[config.mk]
export PLATFORM = sky130hd
export DESIGN_NAME = switch_debouncer
export DESIGN_NICKNAME = d
export VERILOG_FILES = /design/src/rtl/switch_debouncer.sv
export SDC_FILE = /design/constraint.sdc
export NUM_CORES = 1
export LEC_CHECK = 0
export CAP_MARGIN = 5
export CORE_MARGIN = 5
export CORE_UTILIZATION = 50
export DETAILED_ROUTE_END_ITERATION = 12
export PLACE_DENSITY = 0.68
export SETUP_SLACK_MARGIN = 0.5
export SLEW_MARGIN = 10
export SYNTH_ARGS = -nofsm -noshare
export SYNTH_HDL_FRONTEND = slang
export SYNTH_SLANG_ARGS = --single-unit
[constraint.sdc]
create_clock -name clk -period 5.25 [get_ports clk]
set_input_delay 1.575 -clock clk [delete_from_list [all_inputs] [get_ports clk]]
set_output_delay 1.575 -clock clk [all_outputs]
set_load 0.01 [all_outputs]
[src/rtl/switch_debouncer.sv]
// switch_debouncer: synchronises a raw switch/button level, samples it on a
// slow free-running tick and only passes a level change once it has stayed
// constant for STABLE_TICKS consecutive ticks.
//
// Ports:
//   clk         system clock, all logic on posedge
//   rst         synchronous reset, active-high
//   sw_in       raw asynchronous switch/button level
//   sw_db       debounced level (registered)
//   busy        high while a candidate change is being qualified (registered)
//   glitch_cnt  saturating count of aborted qualifications (8 bits)
//               -- present only when SWITCH_DEBOUNCER_GLITCH_CNT_EN is defined
module switch_debouncer #(
    parameter int unsigned CLK_HZ       = 100000000,
    parameter int unsigned TICK_HZ      = 1000,
    parameter int unsigned STABLE_TICKS = 20
) (
    input  logic       clk,
    input  logic       rst,
    input  logic       sw_in,
    output logic       sw_db,
    output logic       busy
`ifdef SWITCH_DEBOUNCER_GLITCH_CNT_EN
    ,
    output logic [7:0] glitch_cnt
`endif
);

    localparam int unsigned DIV = CLK_HZ / TICK_HZ;
    localparam int unsigned TW  = (DIV > 1) ? $clog2(DIV) : 1;
    localparam int unsigned SW  = $clog2(STABLE_TICKS + 1);

    typedef enum logic [1:0] {
        ST_LOW       = 2'd0,
        ST_RISE_WAIT = 2'd1,
        ST_HIGH      = 2'd2,
        ST_FALL_WAIT = 2'd3
    } state_t;

    logic          sw_s1;
    logic          sw_s2;
    logic          sync;
    logic [TW-1:0] tick_cnt;
    logic          tick;
    logic [SW-1:0] stab_cnt;
    logic [SW-1:0] stab_nxt;
    state_t        state;
    state_t        state_nxt;

    // Two-flop synchroniser for the asynchronous pad input
    always_ff @(posedge clk) begin
        if (rst) begin
            sw_s1 <= 1'b0;
            sw_s2 <= 1'b0;
        end else begin
            sw_s1 <= sw_in;
            sw_s2 <= sw_s1;
        end
    end

    assign sync = sw_s2;

    // Free-running sample tick, never restarted by the FSM
    assign tick = (tick_cnt == TW'(DIV - 1));

    always_ff @(posedge clk) begin
        if (rst) begin
            tick_cnt <= '0;
        end else if (tick) begin
            tick_cnt <= '0;
        end else begin
            tick_cnt <= tick_cnt + TW'(1);
        end
    end

    // State, stability counter and registered outputs
    always_ff @(posedge clk) begin
        if (rst) begin
            state    <= ST_LOW;
            stab_cnt <= '0;
            sw_db    <= 1'b0;
            busy     <= 1'b0;
        end else begin
            state    <= state_nxt;
            stab_cnt <= stab_nxt;
            sw_db    <= (state_nxt == ST_HIGH) || (state_nxt == ST_FALL_WAIT);
            busy     <= (state_nxt == ST_RISE_WAIT) || (state_nxt == ST_FALL_WAIT);
        end
    end

    // Next-state logic; a reverting sync is checked before the tick so an
    // abort in a tick cycle wins and that tick is not counted
    always_comb begin
        state_nxt = state;
        stab_nxt  = stab_cnt;
        case (state)
            ST_LOW: begin
                if (sync) begin
                    state_nxt = ST_RISE_WAIT;
                    stab_nxt  = '0;
                end
            end
            ST_RISE_WAIT: begin
                if (!sync) begin
                    state_nxt = ST_LOW;
                end else if (tick) begin
                    if (stab_cnt == SW'(STABLE_TICKS - 1)) begin
                        state_nxt = ST_HIGH;
                    end else begin
                        stab_nxt = stab_cnt + SW'(1);
                    end
                end
            end
            ST_HIGH: begin
                if (!sync) begin
                    state_nxt = ST_FALL_WAIT;
                    stab_nxt  = '0;
                end
            end
            ST_FALL_WAIT: begin
                if (sync) begin
                    state_nxt = ST_HIGH;
                end else if (tick) begin
                    if (stab_cnt == SW'(STABLE_TICKS - 1)) begin
                        state_nxt = ST_LOW;
                    end else begin
                        stab_nxt = stab_cnt + SW'(1);
                    end
                end
            end
            default: begin
                state_nxt = ST_LOW;
                stab_nxt  = '0;
            end
        endcase
    end

`ifdef SWITCH_DEBOUNCER_GLITCH_CNT_EN
    logic abort;

    // A WAIT state falling back to its origin is a rejected glitch
    assign abort = ((state == ST_RISE_WAIT) && !sync) ||
                   ((state == ST_FALL_WAIT) &&  sync);

    // Saturating aborted-qualification counter
    always_ff @(posedge clk) begin
        if (rst) begin
            glitch_cnt <= 8'd0;
        end else if (abort && (glitch_cnt != 8'hFF)) begin
            glitch_cnt <= glitch_cnt + 8'd1;
        end
    end
`endif

endmodule

---- Word level (Yosys, flattened, before mapping) ----
Cells that the tools add are included.
word-level totals
  register bits ........................... 28
  input bits .............................. 3
  output and inout port bits .............. 2
  word-level logic and storage cells ...... 42
operators by class
  $add $sub $neg .......................... 2
  equality and inequality tests ........... 12
  mux-type cells .......................... 16
  reductions and logical operators ........ 5
operator list
  kind                     number
  $mux W5                  6
  $pmux W5 S4              1
  $add A17 B1 Y17 const B  1
  $eq A17 B17 Y1 const B   1
  $mux W2                  8
  $eq A2 B2 Y1 const B     4
  $ne A2 B2 Y1 const B     4
  $pmux W2 S4              1
  $add A5 B1 Y5 const B    1
  $eq A5 B5 Y1 const B     1
  $eq A2 B1 Y1 const B     2
  $reduce_and A4 Y1        1
  $logic_not A2 Y1         1
  $logic_or A1 B1 Y1       2
  $reduce_or A2 Y1         1

---- Logic depth before layout (Yosys ltp) ----
Gate-level depths: netlist of the first run.
  depth after elaboration ................. 7
  depth in mapped cells ................... 7
  depth with buffers taken out ............ 5

---- Least setup slack after synthesis of the first run ----
No wires, ideal clock.
  path type ............................... in2reg
  start ................................... in rst
  end ..................................... reg stab_cnt[0]
  setup time .............................. 0.072 ns
  arrival ................................. 2.092 ns
  path slack .............................. 3.086 ns
  cell stages on the path ................. 4
  cells stage by stage .................... clkbuf_1 a21oi_1 nand2_1 mux2i_1
RTL lines
  element                 line  RTL
  start: declaration      19    input logic rst,
  end signal: assignment  85    stab_cnt <= stab_nxt;
  end: declaration        45    logic [SW-1:0] stab_cnt;

==> results of run 1 <==
## cells in the final DEF (no fill, tap or decap), drive strengths merged, types with 2 or more instances in the layout
cell type / synthesis / layout
and4: 2 / 2
or4: 7 / 7
nor2: 19 / 19
nand3: 8 / 8
nor2b: 3 / 3
nor4: 5 / 5
a21oi: 4 / 4
xnor2: 9 / 9
nor3: 4 / 4
nand4: 7 / 7
o31ai: 3 / 3
and3: 2 / 2
inv: 3 / 3
clkbuf: 4 / 4
ha: 2 / 2
mux2i: 3 / 3
clkdlybuf4s50: 0 / 4
xor2: 7 / 7
dfxtp: 27 / 27
nand2b: 3 / 3
nand2: 6 / 6
## sequential cells by signal, indices dropped and copies added (netlist names)
| name | cells |
|---|---|
| tick_cnt | 17 |
| stab_cnt | 5 |
| state | 2 |
| sw_s2 | 1 |
| sw_s1 | 1 |
| busy | 1 |
## path summary, 6_finish.rpt
path	end	from	depth (start not counted)	slack (ns)
setup / recovery	sw_db	state[1]	1	2.36
hold / removal	sw_s2	sw_s1	1	0.46
setup reg to reg	tick_cnt[10]	tick_cnt[0]	5	2.96
hold reg to reg	sw_s2	sw_s1	1	0.46
## kinds of logic (layout without fill, tap and decap cells)
family / Yosys count / after routing / share of synthesized area [%]
AO/OA/AOI/OAI: 10 / 10 / 5.33
adder cells (fa/ha/maj): 2 / 2 / 2.01
buffers and inverters: 8 / 11 / 2.61
XOR/XNOR: 16 / 16 / 11.3
flip-flops: 27 / 27 / 43.4
multiplexers: 3 / 3 / 2.41
AND/OR/NAND/NOR: 73 / 73 / 33.0
## report_power, final
group	switching, mW	internal, mW
logic	0.00694	0.00533
registers	0.00325	0.208
clock network	0.0584	0.0298
total	0.0686	0.243
## per-layer routing
metal / up-vias / wire length (um) / GRT usage [%]
met5: - / 0 / 0
met4: 0 / 65 / 10.4
met3: 6 / 57 / 2.81
met1: 449 / 1020 / 15.7
met2: 17 / 1050 / 24.4
li1: 501 / - / -
## Yosys cell counts, drive strengths merged
| cell | number | area share, % |
|---|---|---|
| a21o | 1 | 0.60 |
| a21oi | 4 | 1.6 |
| and2 | 1 | 0.50 |
| and3 | 2 | 1.0 |
| and4 | 2 | 1.5 |
| buf | 1 | 0.40 |
| clkbuf | 4 | 1.3 |
| dfxtp | 27 | 43 |
| ha | 2 | 2.0 |
| inv | 3 | 0.90 |
| mux2i | 3 | 2.4 |
| nand2 | 6 | 1.8 |
| nand2b | 3 | 1.5 |
| nand3 | 8 | 3.2 |
| nand3b | 1 | 0.60 |
| nand4 | 7 | 3.5 |
| nand4b | 1 | 0.70 |
| nor2 | 19 | 5.7 |
| nor2b | 3 | 1.5 |
| nor3 | 4 | 1.6 |
| nor4 | 5 | 2.5 |
| o21a | 1 | 0.60 |
| o31a | 1 | 0.70 |
| o31ai | 3 | 1.8 |
| or2 | 1 | 0.50 |
| or3 | 1 | 0.50 |
| or4 | 7 | 4.5 |
| or4b | 1 | 0.80 |
| or4bb | 1 | 0.90 |
| xnor2 | 9 | 6.3 |
| xor2 | 7 | 4.9 |
## layout make-up
type                            instances  area, um^2  share of cell area [%]
Clock buffer                            4        26.3                    1.98
Multi-Input combinational cell        104         672                    50.6
Sequential cell                        27         541                    40.7
Timing Repair Buffer                    4        40.0                    3.02
Tap cell                               30        37.5                    2.83
Inverter                                3        11.3                   0.848
## metrics by stage
step / hold WS, ns / utilization, % / instance area, um^2 / setup WS [ns]
finish: 0.457 / 54.6 / 1330 / 2.36
global route: 0.474 / 54.6 / 1330 / 2.29
CTS: 0.461 / 54.6 / 1330 / 2.34
detailed placement: 0.431 / 53.5 / 1300 / 2.20
global placement: 0.422 / 53.5 / 1300 / 2.24
floorplan: 0.414 / - / 1240 / 3.09
==> summary.txt, run 1 <==
Clock tree
  – Clock Sinks: 27
  – Worst skew pair latency: 0.32 ns
  – CTS clk-pin slew, worst paths: 0.14 ns
  – Inserted Clock Buffers: 3
  – # hold bufs at CTS: 0
  – CTS tree: done
  – Post-CTS setup buffers: 0
  – H-tree depth: 1
  – Root buffer cell: clkbuf_4
  – Clk buf depth: 2
  – Cts repair resizes: 0

Placement
  – Port bufs: 4
  – Final HPWL DP: 1.61 mm
  – Placed cells: 168
  – GPL Wtd Cong: 0.829

Critical path
  – Crit-path max cell delay: 0.56 ns
  – CP max FO: 4
  – Critical Path Sink Type: primary output
  – Critical path data required time: 3.68 ns
  – Buf/Inv on CP: 1
  – Critical Path AT: 1.32 ns
  – Worst Setup Start Kind: flop
  – Critical-path cell list: clkdlybuf4s50_1
  – CP max stage cell: clkdlybuf4s50_1
  – Kind of critical path: reg -> out
  – CP delay by family, top: buffers and inverters

STA
  – Pin slew with the least headroom to its limit: 0.581 ns
  – FMAX: 346 MHz
  – Relative slew slack: 61.3%
  – Fin crit period: 2.89 ns
  – Final Hold Fails: 0
  – Final Setup Violations: 0
  – Clk_skew: 0.00725 ns
  – Final number of max-transition violations: 0
  – Final TNS setup: 0 ns
  – RSZ-0062 raised after global routing: false
  – Final period util: 55.1%

Global route
  – Largest net degree at the start of global routing: 17
  – Total gr overflow: 0
  – Vias in the first global route: 936
  – Global-route wire length before repair: 3.90 mm
  – Initial antenna violation count: 0
  – All-Layer GR Usage: 14.4%

Final layout
  – Final cell count without fillers: 172
  – Share of cells above drive strength 1: 4.23%
  – Area Overhead vs Synth: 6.63%
  – Antenna Cells: 0
  – Fillers: 236
  – Net count reported at finish: 148

Outcome
  – Outcome: finished clean

Yosys
  – Mapped cell area: 0.00124 mm^2
  – Seq/Total Area, Yosys: 43.4%
  – Syn. warnings: 0
  – Synth Instances: 139
  – Syn_nets: 144
  – Yosys cell types: 34
  – Avg Cell Area, Syn: 8.96 um^2
  – Yosys reg bits: 27

Job
  – Max_cap viols: 0

Worst hold path
  – HP Class: reg -> reg

Die
  – Die area: 0.00359 mm^2
  – Io pins: 5
  – Std cell rows: 18
  – Die X: 59.9 um
  – Initial Util: 51.2%
  – Die Span Y: 59.9 um
  – Core area: 0.00243 mm^2

Route
  – Avg WL per Cell: 12.7 um
  – Vias per std cell: 5.66
  – DRC viols: 0
  – Detailed Route Iter0 Violations: 41
  – Pre-antenna DRT Iters: 4
  – Post-DRT Antenna Nets: 0
  – Drt total wl: 2.19 mm
  – Vias: 973

Pwr
  – P per Cell Area: 235 mW/mm^2
  – Leak pwr: 0.428 nW
  – Tot Pwr: 312 uW
  – Peak VDD IR: 0.000121 V
(Power assumes the default switching activity.)
==> run 2: changes to the inputs <==
==> constraint.sdc (replaced) <==
create_clock -name clk -period 2.8 [get_ports clk]
set_input_delay 0.84 -clock clk [delete_from_list [all_inputs] [get_ports clk]]
set_output_delay 0.84 -clock clk [all_outputs]
set_load 0.01 [all_outputs]
==> summary.txt, run 2 (synthesized netlist as in run 1, its figures left out) <==
Outcome
  – Outcome: finished clean (unchanged)

Final layout
  – Net count reported at finish: 148 (unchanged)
  – Fillers: 238 (was 236)
  – Max reg flops: 17 (unchanged)
  – Most frequent cells in the layout: 27 x dfxtp_1, 19 x nor2_1, 9 x xnor2_1 (unchanged)
  – Commonest non-fill, non-tap cell in the layout: dfxtp_1 (unchanged)
  – Area Overhead vs Synth: 7.14% (was 6.63%)
  – Top flop regs: tick_cnt x17, stab_cnt x5, state x2 (unchanged)
  – Register area: 541 um^2 (unchanged)
  – Fin util: 54.8% (was 54.6%)
  – Share of cells above drive strength 1: 6.34% (was 4.23%)
  – Top reg by flops: tick_cnt (unchanged)
  – Antenna Cells: 0 (unchanged)
  – Multi-input gate area: 677 um^2 (was 672 um^2)

Global route
  – Met3 Resource Use GR: 2.81% (unchanged)
  – Largest net degree at the start of global routing: 17 (unchanged)
  – Met2 Track Usage GR: 24.4% (unchanged)
  – Vias in the first global route: 976 (was 936)
  – Most used routing layer: met2 (unchanged)
  – Initial antenna violation count: 0 (unchanged)
  – All-Layer GR Usage: 14.5% (was 14.4%)
  – Total gr overflow: 0 (unchanged)
  – Global-route wire length before repair: 3.98 mm (was 3.90 mm)
  – Grt met1 use: 16.5% (was 15.7%)

Clock tree
  – Cts repair resizes: 0 (unchanged)
  – CTS tree: done (unchanged)
  – Inserted Clock Buffers: 3 (unchanged)
  – Clock Sinks: 27 (unchanged)
  – Root buffer cell: clkbuf_4 (unchanged)
  – Worst skew pair latency: 0.33 ns (was 0.32 ns)
  – H-tree depth: 1 (unchanged)
  – # hold bufs at CTS: 0 (unchanged)
  – CTS clk-pin slew, worst paths: 0.13 ns (was 0.14 ns)
  – Clk buf depth: 2 (unchanged)
  – Post-CTS setup buffers: 0 (unchanged)

Critical path
  – Critical Path AT: 1.31 ns (was 1.32 ns)
  – Buf/Inv on CP: 1 (unchanged)
  – Worst Setup Start Kind: flop (unchanged)
  – CP max stage cell: clkdlybuf4s50_1 (unchanged)
  – CP delay by family, top: buffers and inverters (unchanged)
  – Crit-path max cell delay: 0.56 ns (about the same)
  – Critical path data required time: 1.96 ns (was 3.68 ns)
  – Kind of critical path: reg -> out (unchanged)
  – CP max FO: 4 (unchanged)
  – Critical Path Sink Type: primary output (unchanged)
  – Crit. path cell count: 1 (unchanged)
  – Critical-path cell list: clkdlybuf4s50_1 (unchanged)
  – Worst reg2reg path depth: 4 (was 5)

Placement
  – GPL Wtd Cong: 0.829 (about the same)
  – Final HPWL DP: 1.61 mm (about the same)
  – Setup WS pre-CTS: 0.483 ns (was 2.20 ns)
  – Port bufs: 4 (unchanged)

Pwr
  – Peak VDD IR: 0.000286 V (was 0.000121 V)
  – Leak pwr: 0.429 nW (was 0.428 nW)
  – P per Cell Area: 440 mW/mm^2 (was 235 mW/mm^2)

STA
  – Final number of max-transition violations: 0 (unchanged)
  – FMAX: 466 MHz
  – RSZ-0062 raised after global routing: false (unchanged)
  – Clk_skew: 0.0118 ns (was 0.00725 ns)
  – Worst Slack Setup Final: 0.653 ns (was 2.36 ns)
  – Pin slew with the least headroom to its limit: 0.530 ns (was 0.581 ns)
  – Final Setup Violations: 0 (unchanged)
  – Final TNS setup: 0 ns (unchanged)
  – Final Hold Fails: 0 (unchanged)
  – Fin crit period: 2.15 ns
  – Final period util: 76.7%
  – Relative slew slack: 64.4% (was 61.3%)

Die
  – Die area: 0.00359 mm^2 (unchanged)
  – Std cell rows: 18 (unchanged)
  – Die Span Y: 59.9 um (unchanged)
  – Initial Util: 51.2% (unchanged)
  – Die X: 59.9 um (unchanged)
  – Core area: 0.00243 mm^2 (unchanged)
  – Io pins: 5 (unchanged)

Route
  – Vias per std cell: 5.67 (was 5.66)
  – Post-DRT Antenna Nets: 0 (unchanged)
  – Detailed Route Iter0 Violations: 26 (was 41)
  – Vias: 975 (was 973)
  – Drt total wl: 2.15 mm (was 2.19 mm)
  – DRC viols: 0 (unchanged)
  – Avg WL per Cell: 12.5 um (was 12.7 um)
  – Pre-antenna DRT Iters: 4 (unchanged)

Job
  – Max_cap viols: 0 (unchanged)

Worst hold path
  – Hold-critical path depth: 1 (unchanged)
  – HP Class: reg -> reg (unchanged)
run 2: worst paths after layout:
kind                 endpoint         from  slack [ns]
setup reg to reg  stab_cnt[3]  tick_cnt[6]        0.68
hold reg to reg         sw_s2        sw_s1        0.46
hold / removal          sw_s2        sw_s1        0.46
setup / recovery        sw_db     state[1]        0.65
run 2: power by group:
part	internal, mW	leakage [nW]	total (mW)	switching [mW]
logic	0.0106	0.192	0.0240	0.0133
registers	0.390	0.219	0.396	0.00584
clock network	0.0535	0.0177	0.167	0.114
run 2: layout make-up:
type                            instances  share of cell area (%)
Sequential cell                        27                    40.5
Multi-Input combinational cell        104                    50.8
Timing Repair Buffer                    4                    3.00
Inverter                                3                   0.844
Clock buffer                            3                    1.69
Clock inverter                          1                   0.375
Tap cell                               30                    2.81
run 2: per-layer routing:
layer	part of all wire, %	vias up	routed length [um]
met4	2.7	0	59
li1	-	507	-
met1	45	451	976
met2	49	11	1060
met5	0	-	0
met3	2.6	6	56
run 2: through the flow:
step | area, um^2 | power, mW | hold WS, ns | cells
after floorplan | 1240 | 0.421 | 0.414 | 139
after global placement | 1300 | 0.427 | 0.422 | 168
after detailed placement | 1300 | 0.428 | 0.431 | 168
after CTS | 1330 | 0.593 | 0.461 | 172
after global routing | 1330 | 0.617 | 0.474 | 172
final | 1330 | 0.587 | 0.457 | 172
